File: config.mk
export PLATFORM = sky130hd
export DESIGN_NAME = reg_write_arbiter
export DESIGN_NICKNAME = d
export VERILOG_FILES = /design/src/rtl/reg_write_arbiter.sv
export SDC_FILE = /design/constraint.sdc
export NUM_CORES = 1
export LEC_CHECK = 0
export CAP_MARGIN = 15
export CORE_UTILIZATION = 40
export CTS_CLUSTER_SIZE = 8
export DETAILED_ROUTE_END_ITERATION = 6
export PLACE_DENSITY = 0.66
export SLEW_MARGIN = 40
export SYNTH_ARGS = -nofsm -noshare
export SYNTH_HDL_FRONTEND = slang
export SYNTH_SLANG_ARGS = --single-unit
File: constraint.sdc
create_clock -name clk -period 2 [get_ports clk]
set_clock_uncertainty 0.1 [all_clocks]
set_input_delay 0.5 -clock clk [delete_from_list [all_inputs] [get_ports clk]]
set_output_delay 0.5 -clock clk [all_outputs]
set_load 0.1 [all_outputs]
File: src/rtl/reg_write_arbiter.sv
// -----------------------------------------------------------------------------
// reg_write_arbiter
//
// Arbitrates four requesters onto the write port of an 8 x 8-bit register bank.
// A write takes three cycles: IDLE (select and capture), WRITE (the bank
// register is loaded on the edge that leaves WRITE), and ACK (a one-cycle
// completion pulse to the owner). The read port is combinational and
// independent of the write path.
//
// Configuration:
//   ROUND_ROBIN_EN  defined   -> round-robin arbitration. A pointer advances to
//                                (winner+1) mod 4 when ACK completes.
//                   undefined -> fixed priority. Requester 0 is highest and 3
//                                is lowest.
//
// Ports:
//   clk      in   1   single clock; all state changes on the rising edge
//   rst      in   1   synchronous, active-high reset
//   req      in   4   per-requester write request (bit i = requester i)
//   wr_addr  in  12   packed 4 x 3-bit register index; [3i+2:3i] = requester i
//   wr_data  in  32   packed 4 x 8-bit write data;     [8i+7:8i] = requester i
//   rd_addr  in   3   read port register index
//   rd_data  out  8   combinational read of bank[rd_addr]
//   grant    out  4   registered one-hot owner of the write port
//   ack      out  4   one-hot, single-cycle completion pulse (equals grant in ACK)
//   busy     out  1   high whenever the FSM is not in IDLE
// -----------------------------------------------------------------------------
module reg_write_arbiter (
  input  logic        clk,
  input  logic        rst,
  input  logic [3:0]  req,
  input  logic [11:0] wr_addr,
  input  logic [31:0] wr_data,
  input  logic [2:0]  rd_addr,
  output logic [7:0]  rd_data,
  output logic [3:0]  grant,
  output logic [3:0]  ack,
  output logic        busy
);

  localparam logic [1:0] ST_IDLE  = 2'd0;
  localparam logic [1:0] ST_WRITE = 2'd1;
  localparam logic [1:0] ST_ACK   = 2'd2;

  logic [1:0] r_state;
  logic [3:0] r_grant;
  logic [2:0] r_addr;
  logic [7:0] r_data;
  logic [7:0] r_bank [8];

  logic       w_win_valid;
  logic [1:0] w_win_idx;
  logic [2:0] w_sel_addr;
  logic [7:0] w_sel_data;
  logic [7:0] w_load;

  // ---------------------------------------------------------------------------
  // Winner selection (combinational, consumed only in IDLE)
  // ---------------------------------------------------------------------------
`ifdef ROUND_ROBIN_EN
  logic [1:0] r_ptr;
  logic [1:0] r_win_idx;

  // Search from the pointer upward with wrap-around. Walking the offsets from
  // high to low lets the smallest offset, the highest priority, win last.
  always_comb begin
    // NOTE: every always_comb output gets a default before any conditional
    // assignment; a path that leaves it unassigned would infer a latch.
    w_win_valid = 1'b0;
    w_win_idx   = r_ptr;
    for (int k = 3; k >= 0; k--) begin
      if (req[r_ptr + 2'(k)]) begin
        w_win_valid = 1'b1;
        w_win_idx   = r_ptr + 2'(k);
      end
    end
  end

  // The pointer advances on the edge that leaves ACK. This means a request
  // that is still held is seen against the new order in the very next IDLE.
  always_ff @(posedge clk) begin
    if (rst) begin
      r_ptr     <= 2'd0;
      r_win_idx <= 2'd0;
    end else begin
      if (r_state == ST_IDLE && w_win_valid) begin
        r_win_idx <= w_win_idx;
      end
      if (r_state == ST_ACK) begin
        r_ptr <= r_win_idx + 2'd1;
      end
    end
  end
`else
  // Fixed priority. The lowest requester index wins.
  always_comb begin
    w_win_valid = |req;
    w_win_idx   = 2'd0;
    for (int k = 3; k >= 0; k--) begin
      if (req[k]) begin
        w_win_idx = 2'(k);
      end
    end
  end
`endif

  // Extract the winner's slice of the packed address and data buses.
  always_comb begin
    w_sel_addr = '0;
    w_sel_data = '0;
    for (int i = 0; i < 4; i++) begin
      if (w_win_idx == 2'(i)) begin
        w_sel_addr = wr_addr[3*i +: 3];
        w_sel_data = wr_data[8*i +: 8];
      end
    end
  end

  // ---------------------------------------------------------------------------
  // Control FSM. The address and data are captured once in IDLE. This makes
  // later changes on the requester's bus, or a dropped req, irrelevant.
  // ---------------------------------------------------------------------------
  always_ff @(posedge clk) begin
    if (rst) begin
      // NOTE: sequential state uses non-blocking assignments, so every flop
      // samples pre-edge values regardless of statement order.
      r_state <= ST_IDLE;
      r_grant <= '0;
      r_addr  <= '0;
      r_data  <= '0;
    end else begin
      case (r_state)
        ST_IDLE: begin
          if (w_win_valid) begin
            r_state <= ST_WRITE;
            r_grant <= 4'b0001 << w_win_idx;
            r_addr  <= w_sel_addr;
            r_data  <= w_sel_data;
          end
        end
        ST_WRITE: begin
          r_state <= ST_ACK;
        end
        ST_ACK: begin
          r_state <= ST_IDLE;
          r_grant <= '0;
        end
        default: begin
          r_state <= ST_IDLE;
          r_grant <= '0;
        end
      endcase
    end
  end

  // ---------------------------------------------------------------------------
  // Register bank: one load enable per register, raised only in WRITE.
  // ---------------------------------------------------------------------------
  always_comb begin
    w_load = '0;
    if (r_state == ST_WRITE) begin
      w_load[r_addr] = 1'b1;
    end
  end

  always_ff @(posedge clk) begin
    if (rst) begin
      // NOTE: the bank is explicitly reset because its contents must read as
      // 0x00 after reset. Reset also overrides a write in flight.
      for (int i = 0; i < 8; i++) begin
        r_bank[i] <= 8'h00;
      end
    end else begin
      for (int i = 0; i < 8; i++) begin
        if (w_load[i]) begin
          r_bank[i] <= r_data;
        end
      end
    end
  end

  // ---------------------------------------------------------------------------
  // Outputs
  // ---------------------------------------------------------------------------
  assign grant   = r_grant;
  assign ack     = (r_state == ST_ACK) ? r_grant : 4'b0000;
  assign busy    = (r_state != ST_IDLE);
  assign rd_data = r_bank[rd_addr];

endmodule
* After elaboration in Yosys (flattened, before gate mapping)
Memory sizes are Yosys's and may differ from the RTL's.
Cells that the tools add are included.
** Storage, ports and cells
- Bits in read-only memories :: 0
- Memories :: 1
- Input bits :: 53
- Latch bits :: 0
- Word-level logic and storage cells :: 84
- Output and inout bits :: 17
- RAM bits :: 64
- Bits in registers :: 17
** Operators by class
- Multipliers :: 0
- Reductions and logical operators :: 7
- Add/subtract/negate cells :: 0
- Order comparisons :: 2
- Bitwise logic cells :: 9
- Div/mod/pow operators :: 0
- Multiplexer cells :: 54
- Equality and inequality tests :: 6
- Shift operators :: 1
** Memory list
- r_bank :: words 8, bits a word 8, read ports 1, clocked after memory_dff 0, write ports 8, line 49 : logic [7:0] r_bank [8];
** Operators by type and width (count)
- $mux 8 :: 13
- $mux 1 :: 27
- $mux 3 :: 4
- $mux 2 :: 5
- $mux 4 :: 2
- $or 1x1->1 :: 8
- $pmux 4 s2 :: 1
- $eq 2x2->1 const B :: 3
- $eq 2x1->1 const B :: 2
- $logic_not 2->1 :: 2
- $lt 3x4->1 const B :: 1
- $pmux 2 s2 :: 1
- $reduce_and 2->1 :: 2
- $reduce_or 4->1 :: 1
- $shl 1x2->4 const A :: 1
- $demux 1 s3 :: 1
- $ge 3x1->1 const B :: 1
- $ne 2x2->1 const B :: 1
- $reduce_bool 2->1 :: 1
- $logic_and 1x1->1 :: 1
- $not 1->1 :: 1

* Logic depth before layout (Yosys ltp)
- Depth after elaboration :: 9
- Gate-level depth with buffers :: 6
- Gate-level depth less buffers :: 4

* Worst setup path before layout
OpenSTA, ideal clock, no wires.
- Kind :: register -> output
- Start :: reg r_grant[3], in the netlist grant[3]
- End :: out ack[3]
- Buffers on the path :: 0
- Data arrival time :: 1.813 ns
- Stages on the path, launching flop included :: 2
- Required time :: 1.400 ns
- Slack :: -0.413 ns
- Path through :: dfxtp_1 > and2_1
** Between the ends
- Word-level cells in the longest chain between the ends :: 1
** Ends and longest elaborated chain
- from (decl) :: line 46 : logic [3:0] r_grant;
- from (signal assigned) :: line 136 : r_grant <= 4'b0001 << w_win_idx;
- $mux 4 :: line 186 : assign ack = (r_state == ST_ACK) ? r_grant : 4'b0000;
- to (decl) :: line 37 : output logic [3:0] ack,
No other way between the ends.

* Final worst setup path
- Start :: in rd_addr[0]
- End :: out rd_data[3]
** Between the ends
- Word-level cells in the longest chain between the ends :: 1
** Ends and longest elaborated chain
- from (decl) :: line 34 : input logic [2:0] rd_addr,
- $mem_v2 8x8
- to (decl) :: line 35 : output logic [7:0] rd_data,
No other way between the ends.

==> impl_metrics.py <==
metrics = {
    "job": {
        "maxCapViolations": 0,
    },
    "placement": {
        "numPortBuffers": 69,
        "dp.cells": 542,
        "dp_hpwl_um": 6670,
        "dpl_cell_area_um2": 5230,
        "place_congestion": 0.915,
    },
    "finish": {
        "final_layout_size_suffix_gt1_frac": 0.244,
        "antennaDiodeCount": 0,
        "nNetsFinal": 479,
        "final_cell_mix": "nor2_1, edfxtp_1, clkdlybuf4s50_1, buf_12, nand2_1",
        "fill_cells": 791,
        "instances_no_fill": 560,
        "final_area_um2": 5510,
        "area_growth_pct": 39.8,
    },
    "detailed_routing": {
        "wirelength_um": 8810,
        "route.detailed.drc": 0,
        "wl_per_cell_um": 15.7,
        "ant_nets": 0,
        "drtIter0Drc": 120,
        "vias": 2828,
        "via_per_inst": 5.05,
        "dr.pass1.iters": 4,
    },
    "power": {
        "power_density_nw_per_um2": 776,
        "p_sw_mw": 1.17,
        "clockPowerShare": 0.309,
        "p_sw_frac": 0.273,
        "irDropWorstVdd_v": 0.000401,
        "power_leakage_nw": 2.06,
        "p_int_mw": 3.11,
        "power_mw": 4.27,
        "combPwrFrac": 0.223,
        "seq_power_share": 0.467,
    },
    "synth": {
        "ys_async_sr_fraction": 0,
        "yosys_warnings": 0,
        "synth_area_leader_cell": "edfxtp_1",
        "synth_edf_count": 64,
        "syn-instance-count": 332,
        "ys_seq_area_frac": 0.575,
        "synth_area_leaders": "edfxtp_1, mux4_1, dfxtp_1, nor2_1, nand2b_1",
        "synth_ff_type": "edfxtp_1",
        "synthesis.area_um2": 3940,
        "syn_area_per_cell_um2": 11.9,
        "ys_ff_latch": 81,
        "synth_nets": 385,
        "ys_types": 34,
        "synth_top_area_frac": 0.488,
    },
    "critical_path": {
        "r2r_cells": 5,
        "cp.arrival_ns": 1.70,
        "cpMostUsedCell": "buf_12",
        "r2r-end": "r_bank[4][0]",
        "r2r_start": "r_state[0]",
        "critPathTopFamily": "multiplexers",
        "path_max_fanout": 8,
        "slowest_stage": "mux4_2",
        "path_class": "primary input to output port",
        "cp-end-kind": "output port",
        "crit_buf_inv": 3,
        "path_cells": "buf_8 > buf_12 > mux4_2 > mux2_4 > buf_12",
        "crit_required_ns": 1.40,
        "cp-start-kind": "primary input",
        "reg2reg_slack_ns": 0.36,
        "critPathMaxStageDelay_ns": 0.51,
    },
    "clock_tree": {
        "cts_hold_buf": 0,
        "post_cts_buffers": 0,
        "clk-insertion-delay-late_ns": 0.34,
        "clk_pin_slew_ns": 0.08,
        "cts_buffer_depth": 2,
        "clock_sinks": 81,
        "cts_max_level": 3,
        "ctsRootBufferMaster": "clkbuf_8",
        "cts_tree": "yes",
        "numCtsBuffers": 9,
    },
    "die": {
        "dieArea_um2": 10200,
        "boundaryPins": 70,
        "coreArea_um2": 9370,
        "die_h_um": 101,
        "fp.dieW_um": 101,
        "initial_core_util": 0.420,
        "rows": 35,
    },
    "global_routing": {
        "grt-ovfl-total": 0,
        "grt_start_max_net_pins": 33,
        "use_met2": 0.319,
        "grt_pass1_vias": 2866,
        "grtUsageMet1": 0.245,
        "gr-usage-met3": 0.0497,
        "top_usage_layer": "met2",
        "antenna_found_initial": 0,
        "grt_pass1_wl_um": 14500,
        "grt_use_total": 0.191,
    },
    "worst_hold_path": {
        "hold_end": "r_data[1]",
        "hp-class": "flip-flop to flip-flop",
        "hold_depth": 2,
        "holdCritStartpoint": "r_data[1]",
    },
    "sta": {
        "timing.final.crit_share": 1.15,
        "holdWs_ns": 0.403,
        "slew_headroom": 0.696,
        "hold_viol_final": 0,
        "report.final.slew_viol_count": 0,
        "worst_slack_ns": -0.301,
        "setup_viol": 8,
        "finalCriticalPeriod_ns": 2.30,
        "fmax_ghz": 0.435,
        "rsz0062_at_grt": "yes",
        "worstMarginPinSlew_ns": 0.452,
    },
    "status": {
        "outcome": "finished with violations",
        "violations": "negative setup slack",
    },
}
## layout make-up
cell class | instances | area (um2) | share of cell area
Clock buffer | 9 | 124 | 0.0225
Clock inverter | 7 | 100 | 0.0182
Inverter | 9 | 33.8 | 0.00614
Multi-Input combinational cell | 222 | 1520 | 0.276
Sequential cell | 81 | 2270 | 0.412
Tap cell | 129 | 161 | 0.0293
Timing Repair Buffer | 103 | 1300 | 0.236
## worst max-delay path by stage
stage               cells past startpoint    startpoint          to  slack [ns]
global placement                        5    rd_addr[0]  rd_data[2]       -0.81
floorplan                               4    rd_addr[0]  rd_data[5]       -0.23
CTS                                     3  r_bank[1][5]  rd_data[5]       -0.31
finish                                  5    rd_addr[0]  rd_data[3]       -0.30
global route                            3  r_bank[1][5]  rd_data[5]       -0.35
detailed placement                      5    rd_addr[0]  rd_data[3]       -0.85
## state kept, by name, summed over array words and instances, names as in the netlist
register	flops
grant	4
r_state	2
r_bank	64
r_data	8
r_addr	3
## metrics by stage
step | setup slack, ns | setup TNS (ns) | util
after floorplan | -0.230 | -1.93 | -
after global placement | -0.811 | -7.92 | 0.558
after detailed placement | -0.851 | -8.61 | 0.558
after CTS | -0.313 | -2.42 | 0.587
after global routing | -0.349 | -2.63 | 0.587
final | -0.301 | -2.30 | 0.587
## worst register-to-register path: cells and delay by family (launching register included)
kind                   cells  cell delay (ns)
flip-flops                 1             0.47
buffers and inverters      2             0.29
AND/OR/NAND/NOR            3             0.50
## cell usage after synthesis (2+ instances only)
master and instances:
o22ai_1 7, and2_1 12, a311oi_1 8, o32ai_1 3
buf_2 7, mux2_2 8, nor2_1 64, nand2_1 26
a21oi_1 12, mux4_1 15, or2_2 2, inv_1 9
dfxtp_1 17, nor3_1 6, a211oi_1 3, o21ai_0 11
clkbuf_1 8, nor2b_1 15, nand2b_1 18, buf_1 2
edfxtp_1 64, o31a_1 3
## power by group through the flow
stage | sequential (mW) | clock [mW] | combinational [mW]
final | 2.00 | 1.32 | 0.954
after detailed placement | 2.03 | 0 | 0.943
after CTS | 2.00 | 1.34 | 0.963
after global placement | 2.03 | 0 | 0.927
after floorplan | 2.03 | 0 | 0.527
after global routing | 2.01 | 1.41 | 1.02
## metal layers
metal / share of wire / vias to the layer above
met5: 0 / -
met4: 0.012 / 0
met2: 0.48 / 110
met1: 0.44 / 1322
met3: 0.067 / 11
li1: - / 1385
## repair_timing
item	4_1_cts	5_1_grt
pin swaps	0	0
setup endpoints to repair	12	11
gates cloned	2	0
gates resized for setup	21	1
## cell families after synthesis
kind of cell,count (synthesis),synth area share
simple gates,146,0.173
flops,81,0.575
compound gates,52,0.0877
buf+inv,29,0.0362
mux,24,0.129
Note: power is estimated with default switching activity, not from simulation.
